[config.mk]
export PLATFORM = sky130hd
export DESIGN_NAME = cache
export DESIGN_NICKNAME = d
export VERILOG_FILES = /design/src/rtl/cache.sv
export SDC_FILE = /design/constraint.sdc
export NUM_CORES = 2
export LEC_CHECK = 0
export CORE_ASPECT_RATIO = 1.5
export CORE_UTILIZATION = 35
export DETAILED_ROUTE_END_ITERATION = 6
export PLACE_DENSITY = 0.51
export REMOVE_ABC_BUFFERS = 1
export SLEW_MARGIN = 20
export SYNTH_ARGS = -nofsm -noshare
export SYNTH_HDL_FRONTEND = slang
export SYNTH_SLANG_ARGS = --single-unit
[constraint.sdc]
create_clock -name clk -period 8.3 [get_ports clk]
set_clock_uncertainty 0.05 [all_clocks]
set_input_delay 0.83 -clock clk [delete_from_list [all_inputs] [get_ports clk]]
set_output_delay 0.83 -clock clk [all_outputs]
set_load 0.05 [all_outputs]
[src/rtl/cache.sv]
// 2-way set-associative write-back/write-allocate cache: 8 sets of 16-byte lines.
// Hits answer combinationally in IDLE. A miss writes back a dirty victim first, then fills.
module cache (
    input  logic         clk,
    input  logic         rst,
    input  logic         mem_read,
    input  logic         mem_write,
    input  logic [1:0]   mem_byte_enable,
    input  logic [15:0]  mem_address,
    input  logic [15:0]  mem_wdata,
    output logic         mem_resp,
    output logic [15:0]  mem_rdata,
    output logic         pmem_read,
    output logic         pmem_write,
    output logic [15:0]  pmem_address,
    output logic [127:0] pmem_wdata,
    input  logic [127:0] pmem_rdata,
    input  logic         pmem_resp
);

    typedef enum logic [1:0] {StIdle, StWriteback, StAllocate} state_e;

    state_e          state_q;
    logic [127:0]    data_q [2][8];
    logic [8:0]      tag_q [2][8];
    logic [1:0][7:0] valid_q;
    logic [1:0][7:0] dirty_q;
    logic [7:0]      lru_q;
    logic            victim_q;
    logic [8:0]      req_tag_q;
    logic [2:0]      req_idx_q;

    logic [8:0]   addr_tag;
    logic [2:0]   addr_idx;
    logic [2:0]   addr_word;
    logic         req;
    logic         hit0;
    logic         hit1;
    logic         hit;
    logic         miss;
    logic         hit_way;
    logic         victim;
    logic [127:0] hit_line;
    logic [127:0] merged_line;
    logic         unused_addr_bit;

    assign addr_tag        = mem_address[15:7];
    assign addr_idx        = mem_address[6:4];
    assign addr_word       = mem_address[3:1];
    assign unused_addr_bit = mem_address[0];

    assign req     = mem_read | mem_write;
    assign hit0    = valid_q[0][addr_idx] && (tag_q[0][addr_idx] == addr_tag);
    assign hit1    = valid_q[1][addr_idx] && (tag_q[1][addr_idx] == addr_tag);
    assign hit     = (state_q == StIdle) && req && (hit0 || hit1);
    assign miss    = (state_q == StIdle) && req && !(hit0 || hit1);
    assign hit_way = ~hit0;
    assign hit_line = data_q[hit_way][addr_idx];

    // LRU bit names the way to evict next.
    always_comb begin
        if (!valid_q[0][addr_idx]) begin
            victim = 1'b0;
        end else if (!valid_q[1][addr_idx]) begin
            victim = 1'b1;
        end else begin
            victim = lru_q[addr_idx];
        end
    end

    always_comb begin
        merged_line = hit_line;
        if (mem_byte_enable[0]) merged_line[{addr_word, 4'h0} +: 8] = mem_wdata[7:0];
        if (mem_byte_enable[1]) merged_line[{addr_word, 4'h8} +: 8] = mem_wdata[15:8];
    end

    assign mem_resp   = hit;
    assign mem_rdata  = hit ? hit_line[{addr_word, 4'h0} +: 16] : 16'h0000;
    assign pmem_wdata = data_q[victim_q][req_idx_q];

    always_ff @(posedge clk or posedge rst) begin
        if (rst) begin
            state_q      <= StIdle;
            valid_q      <= '0;
            dirty_q      <= '0;
            lru_q        <= '0;
            victim_q     <= 1'b0;
            req_tag_q    <= '0;
            req_idx_q    <= '0;
            pmem_read    <= 1'b0;
            pmem_write   <= 1'b0;
            pmem_address <= '0;
        end else begin
            unique case (state_q)
                StIdle: begin
                    if (hit) begin
                        lru_q[addr_idx] <= ~hit_way;
                        if (mem_write) dirty_q[hit_way][addr_idx] <= 1'b1;
                    end else if (miss) begin
                        // Latch the request so the fill completes even if the CPU lets go.
                        victim_q  <= victim;
                        req_tag_q <= addr_tag;
                        req_idx_q <= addr_idx;
                        if (valid_q[victim][addr_idx] && dirty_q[victim][addr_idx]) begin
                            state_q      <= StWriteback;
                            pmem_write   <= 1'b1;
                            pmem_address <= {tag_q[victim][addr_idx], addr_idx, 4'h0};
                        end else begin
                            state_q      <= StAllocate;
                            pmem_read    <= 1'b1;
                            pmem_address <= {addr_tag, addr_idx, 4'h0};
                        end
                    end
                end
                StWriteback: begin
                    if (pmem_resp) begin
                        state_q      <= StAllocate;
                        pmem_write   <= 1'b0;
                        pmem_read    <= 1'b1;
                        pmem_address <= {req_tag_q, req_idx_q, 4'h0};
                    end
                end
                StAllocate: begin
                    if (pmem_resp) begin
                        state_q                      <= StIdle;
                        pmem_read                    <= 1'b0;
                        pmem_address                 <= '0;
                        valid_q[victim_q][req_idx_q] <= 1'b1;
                        dirty_q[victim_q][req_idx_q] <= 1'b0;
                    end
                end
                default: state_q <= StIdle;
            endcase
        end
    end

    // Line data and tags need no reset; valid bits gate their use.
    always_ff @(posedge clk) begin
        if (hit && mem_write) data_q[hit_way][addr_idx] <= merged_line;
        if ((state_q == StAllocate) && pmem_resp) begin
            data_q[victim_q][req_idx_q] <= pmem_rdata;
            tag_q[victim_q][req_idx_q]  <= req_tag_q;
        end
    end

endmodule

# Yosys cells after proc, flatten, opt, wreduce, memory -nomap -nowiden
# Memories as Yosys holds them, arrays and structs flattened.
# Cells that the tools add are included.
totals:
  regBits: 73
  ramBits: 2192
  output_inout_bits: 163
  wordCells: 169
  memories: 2
memory_table:
  columns: ["name", "depth", "width", "rd", "rd_ports_with_merged_regs", "wr", "line", "source"]
  rows:
  - ["data_q", 2, 1024, 2, 0, 1, "24", "logic [127:0] data_q [2][8];"]
  - ["tag_q", 2, 72, 3, 0, 1, "25", "logic [8:0] tag_q [2][8];"]
op_classes:
  add_sub_neg: 2
  order_cmp: 13
  n_eq_ne: 12
  n_shift: 5
  muxes: 85
  bitwise_logic: 9
  reduce_logical: 29
op_table:
  columns: ["op", "n"]
  rows:
  - ["$mux W1024", 4]
  - ["$mux W128", 8]
  - ["$reduce_or A1024 Y1", 1]
  - ["$bmux W128 S3", 2]
  - ["$demux W128 S3", 2]
  - ["$bwmux W128", 2]
  - ["$shift A8 B9 Y128 const A", 2]
  - ["$shiftx A8 B9 Y128", 2]
  - ["$mux W16", 9]
  - ["$shiftx A128 B8 Y16", 1]
  - ["$bmux W9 S3", 3]
  - ["$mux W72", 1]
  - ["$mux W9", 7]
  - ["$mux W8", 6]
  - ["$pmux W16 S3", 1]
  - ["$or A16 B16 Y16", 2]
  - ["$pmux W16 S2", 1]
  - ["$demux W9 S3", 1]
  - ["$mux W1", 20]
  - ["$eq A9 B9 Y1", 2]
  - ["$neg A7 Y9", 2]
  - ["$and A16 B16 Y16", 1]
  - ["$demux W8 S1", 2]
  - ["$not A16 Y16", 1]
  - ["other kinds (31)", 72]

# Depth between registers and ports, before layout
# An unclocked memory read counts as a cell.
logic_depth:
  word_depth: 16
  depth_mapped: 20
  mapped_depth_nobuf: 13

# Worst setup path before layout
# No wires, ideal clock.
synth_timing:
  path_type: "input -> register"
  startpoint: "input mem_address[4]"
  endpoint: "memory data_q[0][128] (netlist name) (enable)"
  setup_time_ps: 617
  arrival_ps: 9097
  t_required_ps: 7633
  setup_slack_ps: -1464
  cell_stages: 13
  n_path_buf: 5
  path_cell_list: "buf_6 mux4_2 a21oi_1 xnor2_1 or4_1 clkbuf_1 buf_2 nor2_2 clkbuf_1 clkbuf_1 nand2_1 o21a_1 nor2_1"
synth_via:
  elab_chain_len: 12
  elab_cells_between_ends: 28
synth_lines:
  columns: ["item", "line", "source"]
  rows:
  - ["from (decl)", "9", "input logic [15:0] mem_address,"]
  - ["$not A3 Y4 (not written as such)", "53, 54, 139", null]
  - ["$bmux W9 S3, on equally long branches", "53, 54", null]
  - ["$mux W9, on equally long branches (2 in a row)", "53, 54", null]
  - ["$eq A9 B9 Y1, on equally long branches", "53, 54", null]
  - ["$logic_and A1 B1 Y1, on equally long branches", "53, 54", null]
  - ["$logic_or A1 B1 Y1", "55", "assign hit = (state_q == StIdle) && req && (hit0 || hit1);"]
  - ["$logic_and A1 B1 Y1", "55", null]
  - ["$logic_and A1 B1 Y1", "139", "if (hit && mem_write) data_q[hit_way][addr_idx] <= merged_line;"]
  - ["$mux W1", "139", null]
  - ["$mux W1024 (not written as such)", "139", null]
  - ["$mux W1024 (no line)", null, null]
  - ["to (decl)", "24", null]
# Parallel ways exist; a longest one is shown, timed or not. The select of a mux whose other input is x is not followed.

# Worst setup path in the final report
layout_timing:
  startpoint: "input mem_address[6]"
  endpoint: "output mem_rdata[6]"
layout_via:
  elab_chain_len: 13
  elab_cells_between_ends: 24
layout_lines:
  columns: ["item", "line", "source"]
  rows:
  - ["$not A3 Y4 (not written as such)", "53, 54, 58", null]
  - ["$bmux W9 S3", "53", "assign hit0 = valid_q[0][addr_idx] && (tag_q[0][addr_idx] == addr_tag);"]
  - ["$mux W9 (not written as such) (2 in a row)", "53", null]
  - ["$eq A9 B9 Y1", "53", null]
  - ["$logic_and A1 B1 Y1", "53", null]
  - ["$not A1 Y1", "57", "assign hit_way = ~hit0;"]
  - ["$mem_v2 Z2 W1024", null, null]
  - ["$bmux W128 S3", "58", "assign hit_line = data_q[hit_way][addr_idx];"]
  - ["$mux W128 (not written as such) (2 in a row)", "58", null]
  - ["$shiftx A128 B8 Y16", "78", "assign mem_rdata = hit ? hit_line[{addr_word, 4'h0} +: 16] : 16'h0000;"]
  - ["$mux W16 (*)", "78", null]
  - ["to (decl)", "12", "output logic [15:0] mem_rdata,"]
# Mark *: on every way between the ends. The rest lies on a longest branch, timed or not. The select of a mux whose other input is x is not followed.

==> impl_metrics.py <==
metrics = {
    "placement": {
        "portBuffers": 324,
        "detailedPlace.worstSlack_ns": 0.423,
        "place_congestion": 0.895,
        "dp_hpwl_um": 260000,
    },
    "clocking": {
        "tritoncts": "yes",
        "clockBufferDepth": 4,
        "htree_levels": 4,
        "clkSlewWorstSetupHoldPaths_ns": 0.07,
        "clkSinkCount": 2261,
        "cts-buffers-inserted": 224,
        "cts-hold-fix-buffers": 0,
        "insertion_delay_ns": 0.92,
        "clock_root_buffer": "clkbuf_16",
    },
    "timing": {
        "postLayoutSetupSlackWorst_ns": 0.293,
        "grt_setup_unrepaired": "false",
        "clock.fmax_ghz": 0.125,
        "worst_pin_slew_ns": 1.28,
        "fin_worst_hold_slack_ns": 0.257,
        "setup_violations": 0,
        "count_of_final_hold_check_violations": 0,
        "finalWorstPathRequiredPeriod_ns": 8.01,
        "timing.max_slew.rel_slack_pct": 14.2,
        "period_share_pct": 96.5,
        "drv_slew": 0,
        "totalNegativeSetupSlack_ns": 0,
    },
    "synthesis": {
        "yosys.area.top_type": "edfxtp_1",
        "synth.top_cell.area_share_pct": 61.5,
        "synth.area.mux_share_pct": 23.8,
        "synthSimpleGateAreaFrac_pct": 4.01,
        "synth_top_flop_cell": "edfxtp_1",
        "synth_fa_ha_area_share_pct": 0.117,
        "synthArstFlopShare_pct": 3.05,
        "synth_cells": 6226,
        "ys_top_cells_by_area": "edfxtp_1, mux4_2, mux2i_1",
        "largest_family_of_logic_cells_by_synthesized_area": "multiplexers",
        "number_of_synthesized_flops_with_an_enable_pin": 2192,
        "synth.yosys.seq_area_share_pct": 63.1,
        "postSynthRegisterBits": 2261,
        "synthesis.area_um2": 107000,
        "synth-xor-area-share_pct": 0.115,
        "netlist-cell-type-count": 78,
        "syn_avg_cell_area_um2": 17.2,
        "synth_warnings": 0,
        "synth_compound_area_share_pct": 6.65,
    },
    "layout": {
        "post_route_cells_drive_above_1_share_pct": 26.2,
        "layout.cells.most_common": "edfxtp_1",
        "filler_cell_count": 27500,
        "finish.net_count": 6758,
        "mostFrequentLayoutCells": "edfxtp_1, mux4_2, mux2i_1, clkdlybuf4s50_1, nor2_1",
        "area_delta_synth_final_pct": 16.0,
        "final_core_util_pct": 40.8,
    },
    "flow_run": {
        "max_cap_violations": 0,
    },
    "run_status": {
        "violations_in_the_final_reports": "design-rule violations",
        "outcome": "finished, violations left",
    },
    "global_route": {
        "total_gr_overflow": 0,
        "largest_net_degree_at_the_start_of_global_routing": 147,
        "grt_antenna_before_repair": 30,
        "first_pass_grt_wire_length_um": 579000,
        "global_route_usage_sum_pct": 27.2,
        "number_of_global_route_vias_before_repair": 69500,
    },
    "die": {
        "start_util_pct": 35.2,
        "rows": 248,
        "floorplan.die_area_um2": 308000,
        "placeableCoreArea_um2": 304000,
        "top_level_ports": 330,
        "dieHeight_um": 679,
        "fp.dieW_um": 453,
    },
    "critical_path": {
        "arrival_ns": 7.13,
        "kind_of_end_point_of_the_critical_path": "output pin",
        "type_of_the_worst_setup_path": "input port to output pin",
        "critPathLaunchType": "input port",
        "maximum_fanout_encountered_on_the_critical_timing_path": 61,
        "critical_path_required_ns": 7.42,
    },
    "routing": {
        "first_pass_iters": 7,
        "vias_per_cell": 6.36,
        "wirelength_um": 424000,
        "drt-wirelength-per-cell_um": 39.4,
        "drt_drc_violations_left": 3,
        "first_iter_violations": 8127,
        "routed-via-count": 68500,
        "detail-route-antenna-nets": 0,
    },
    "pwr": {
        "leakagePower_uw": 0.0407,
        "vdd_drop_max_v": 0.000256,
        "power.density_cell_area_nw_per_um2": 317,
    },
    "hold_path": {
        "hold_path_class": "input port to async pin",
    },
}
-- power breakdown --
| group | internal (uW) | total [uW] | switching (uW) |
|---|---|---|---|
| clock | 5580 | 10100 | 4530 |
| sequential | 14400 | 15000 | 569 |
| combinational | 5300 | 14300 | 9040 |
| total | 25300 | 39400 | 14100 |
-- layer usage --
metal	vias to the layer above	track usage, %	share of wire (%)
li1	26900	-	-
met1	37000	34.0	37
met2	3678	44.8	49
met3	855	4.79	8.2
met4	16	14.4	6.1
met5	-	0	0.025
-- state kept, by name, indices dropped and copies added (netlist names) --
signal and flops:
tag_q 144, pmem_read 1, victim_q 1, lru_q 8, req_idx_q 3, valid_q 16, pmem_write 1, data_q 2048
pmem_address 12, state_q 2, req_tag_q 9, dirty_q 16
-- cell type report --
class | instances | area, um2 | area share, %
clock buffer | 280 | 5920 | 4.77
tap | 4000 | 5000 | 4.03
sequential | 2261 | 67600 | 54.4
inverter | 17 | 63.8 | 0.0514
multi-input combinational | 3435 | 37700 | 30.4
clock inverter | 124 | 1060 | 0.855
antenna | 14 | 35.0 | 0.0282
timing repair buffer | 642 | 6810 | 5.48
-- logic make-up (layout without fill, tap and decap cells) --
kind of cell | after synthesis | in the layout
DFF | 2261 | 2261
adders and majority gates | 10 | 10
and+or+nand+nor | 929 | 929
other | 1 | 18
buffers and inverters | 533 | 1063
xor gates and xnor gates | 14 | 14
muxes | 1380 | 1380
AOI/OAI and AO/OA | 1098 | 1098
-- cells in the mapped netlist (27+ instances only) --
cell type  instances
nand4_1           45
edfxtp_1        2192
o211ai_1          28
buf_4             30
o21ai_0          207
a22o_1            39
a221oi_1          63
buf_2             54
nand2_1          249
nor2_1           296
nand3_1          201
o22ai_1          136
mux2i_1          384
a22oi_1           70
mux2_2            67
a21oi_1          291
clkbuf_1         360
dfrtp_1           69
a31oi_1           70
a211o_1           27
o22a_1            32
buf_1             56
mux4_2           926
-- path summary, 6_finish.rpt --
path	startpoint	to	slack (ns)	depth (start not counted)
hold / removal	rst	pmem_address[4]$_DFFE_PP0P_	0.26	3
hold reg to reg	valid_q[10]$_DFFE_PP0P_	valid_q[10]$_DFFE_PP0P_	0.44	1
setup reg to reg	tag_q[0][31]$_DFFE_PP_	data_q[0][110]$_DFFE_PP_	2.26	11
min in group clk	valid_q[10]$_DFFE_PP0P_	valid_q[10]$_DFFE_PP0P_	0.44	1
max in group asynchronous	rst	victim_q$_DFFE_PP0P_	7.31	4
setup / recovery	mem_address[6]	mem_rdata[6]	0.29	16
-- repair_timing --
| action | 4_1_cts | 5_1_grt |
|---|---|---|
| hold endpoints to repair | 0 | 0 |
| endpoints found under the setup margin | 0 | 1 |
| gates resized for setup | 0 | 1 |
| setup buffers | 0 | 0 |
-- per-stage QoR --
stage | total power, uW | std cells | area, um2
4_1_cts | 39600 | 10800 | 124000
3_5_place_dp | 29600 | 10400 | 117000
2_1_floorplan | 24800 | 5713 | 105000
3_3_place_gp | 29400 | 10400 | 117000
5_1_grt | 40500 | 10800 | 124000
6_report | 39400 | 10800 | 124000
-- critical path: stages --
cell and delay [ns]:
buf_6 0.38, buf_12 0.38, mux2_2 0.41, a221oi_1 0.27
o22ai_1 0.14, xnor2_1 0.39, nand4_1 0.35, buf_4 0.33
buf_4 0.36, o21ai_0 0.30, a21oi_1 0.10, a2111oi_1 0.69
a311oi_1 0.30, a221oi_1 0.73, nand3_1 0.55, buf_12 0.33
Power figures use the tool's default switching activity.
==> edit (same settings) <==
Register the outputs `mem_resp`, `mem_rdata` and `pmem_wdata`, without a reset; this adds one clock of latency there. The other outputs are not delayed to match.
--- a/src/rtl/cache.sv
+++ b/src/rtl/cache.sv
@@ -74,9 +74,11 @@
         if (mem_byte_enable[1]) merged_line[{addr_word, 4'h8} +: 8] = mem_wdata[15:8];
     end
 
-    assign mem_resp   = hit;
-    assign mem_rdata  = hit ? hit_line[{addr_word, 4'h0} +: 16] : 16'h0000;
-    assign pmem_wdata = data_q[victim_q][req_idx_q];
+    always_ff @(posedge clk) begin
+        mem_resp   <= hit;
+        mem_rdata  <= hit ? hit_line[{addr_word, 4'h0} +: 16] : 16'h0000;
+        pmem_wdata <= data_q[victim_q][req_idx_q];
+    end
 
     always_ff @(posedge clk or posedge rst) begin
         if (rst) begin
Function: not settled (the Yosys comparison gave no result); the edit may change what the design does.
==> edit against the original RTL <==
Routed wire length increased by 6.9%; fmax up 33%; cell area increased by 3.0%; core utilization fell by 0.10 points; critical endpoint is now data_q[1][433]; global-route usage is 0.90 points higher; critical path depth shrank 2; setup slack improved by 2.0 ns; sequential power up 7%; total power is 2.0% higher; critical path type is now in2reg; sequential cell count increased by 145; final cell count up 5.9%; synthesized area increased by 3.2%; highest routed layer unchanged.
==> edit: results <==
set metrics [dict create \
    cp-endpoint "data_q[1][433]" \
    ir_drop_uv 250 \
    antenna_found_initial 36 \
    wl_met2_mm 213 \
    power_leakage_nw 42.5 \
    cpMaxStageDelayCell "nor4b_2" \
    crit_family "simple AND/OR/NAND/NOR gates" \
    yosys-top-cells-area "edfxtp_1 60%, mux4_2 16%, mux2i_1 4.9%" \
    dp_cells 10900 \
    p_sw_mw 14.0 \
    reg2regPathDepth 13 \
    r2r-start "tag_q[0][8]" \
    grt.total_usage 0.281 \
    synth_cell_types 94 \
    synthCells 6701 \
    fill_cells 28600 \
    place_area_um2 120000 \
    power_clock_mw 11.1 \
    crit_fanout 28 \
    numCtsBuffers 243 \
    wl_per_cell_um 39.7 \
    grt_util_met1 0.348 \
    grt_first_pass_wirelength_mm 612 \
    vias_per_cell 6.37 \
    worst_slew_pin_slew_ns 1.28 \
    status "completed" \
    grt_max_degree 146 \
    critPathMaxStageDelay_ns 0.80 \
    nets 7177 \
]
==> edit: cell types whose count changed after synthesis, sizes merged, moves of 60 or more <==
| cell | delta |
|---|---|
| o22ai | +69 |
| nor2 | -60 |
| nand2 | +94 |
| dfxtp | +145 |
| mux2i | +157 |
| mux4 | -143 |
==> edit: cell type report <==
class,instances,share of cell area
Antenna cell,21,0.000411
Timing Repair Buffer,619,0.0491
Clock inverter,132,0.00895
Sequential cell,2406,0.551
Clock buffer,309,0.0518
Tap cell,4191,0.0410
Multi-Input combinational cell,3715,0.297
Inverter,15,0.000450
==> edit: kinds of logic after synthesis <==
group	after synthesis	synth area share
xor gates and xnor gates	16	0.00127
and+or+nand+nor	953	0.0393
adders and majority gates	10	0.00113
muxes	1416	0.218
DFF	2406	0.638
buffers and inverters	583	0.0234
AOI/OAI and AO/OA	1316	0.0787
other	1	0.0000340
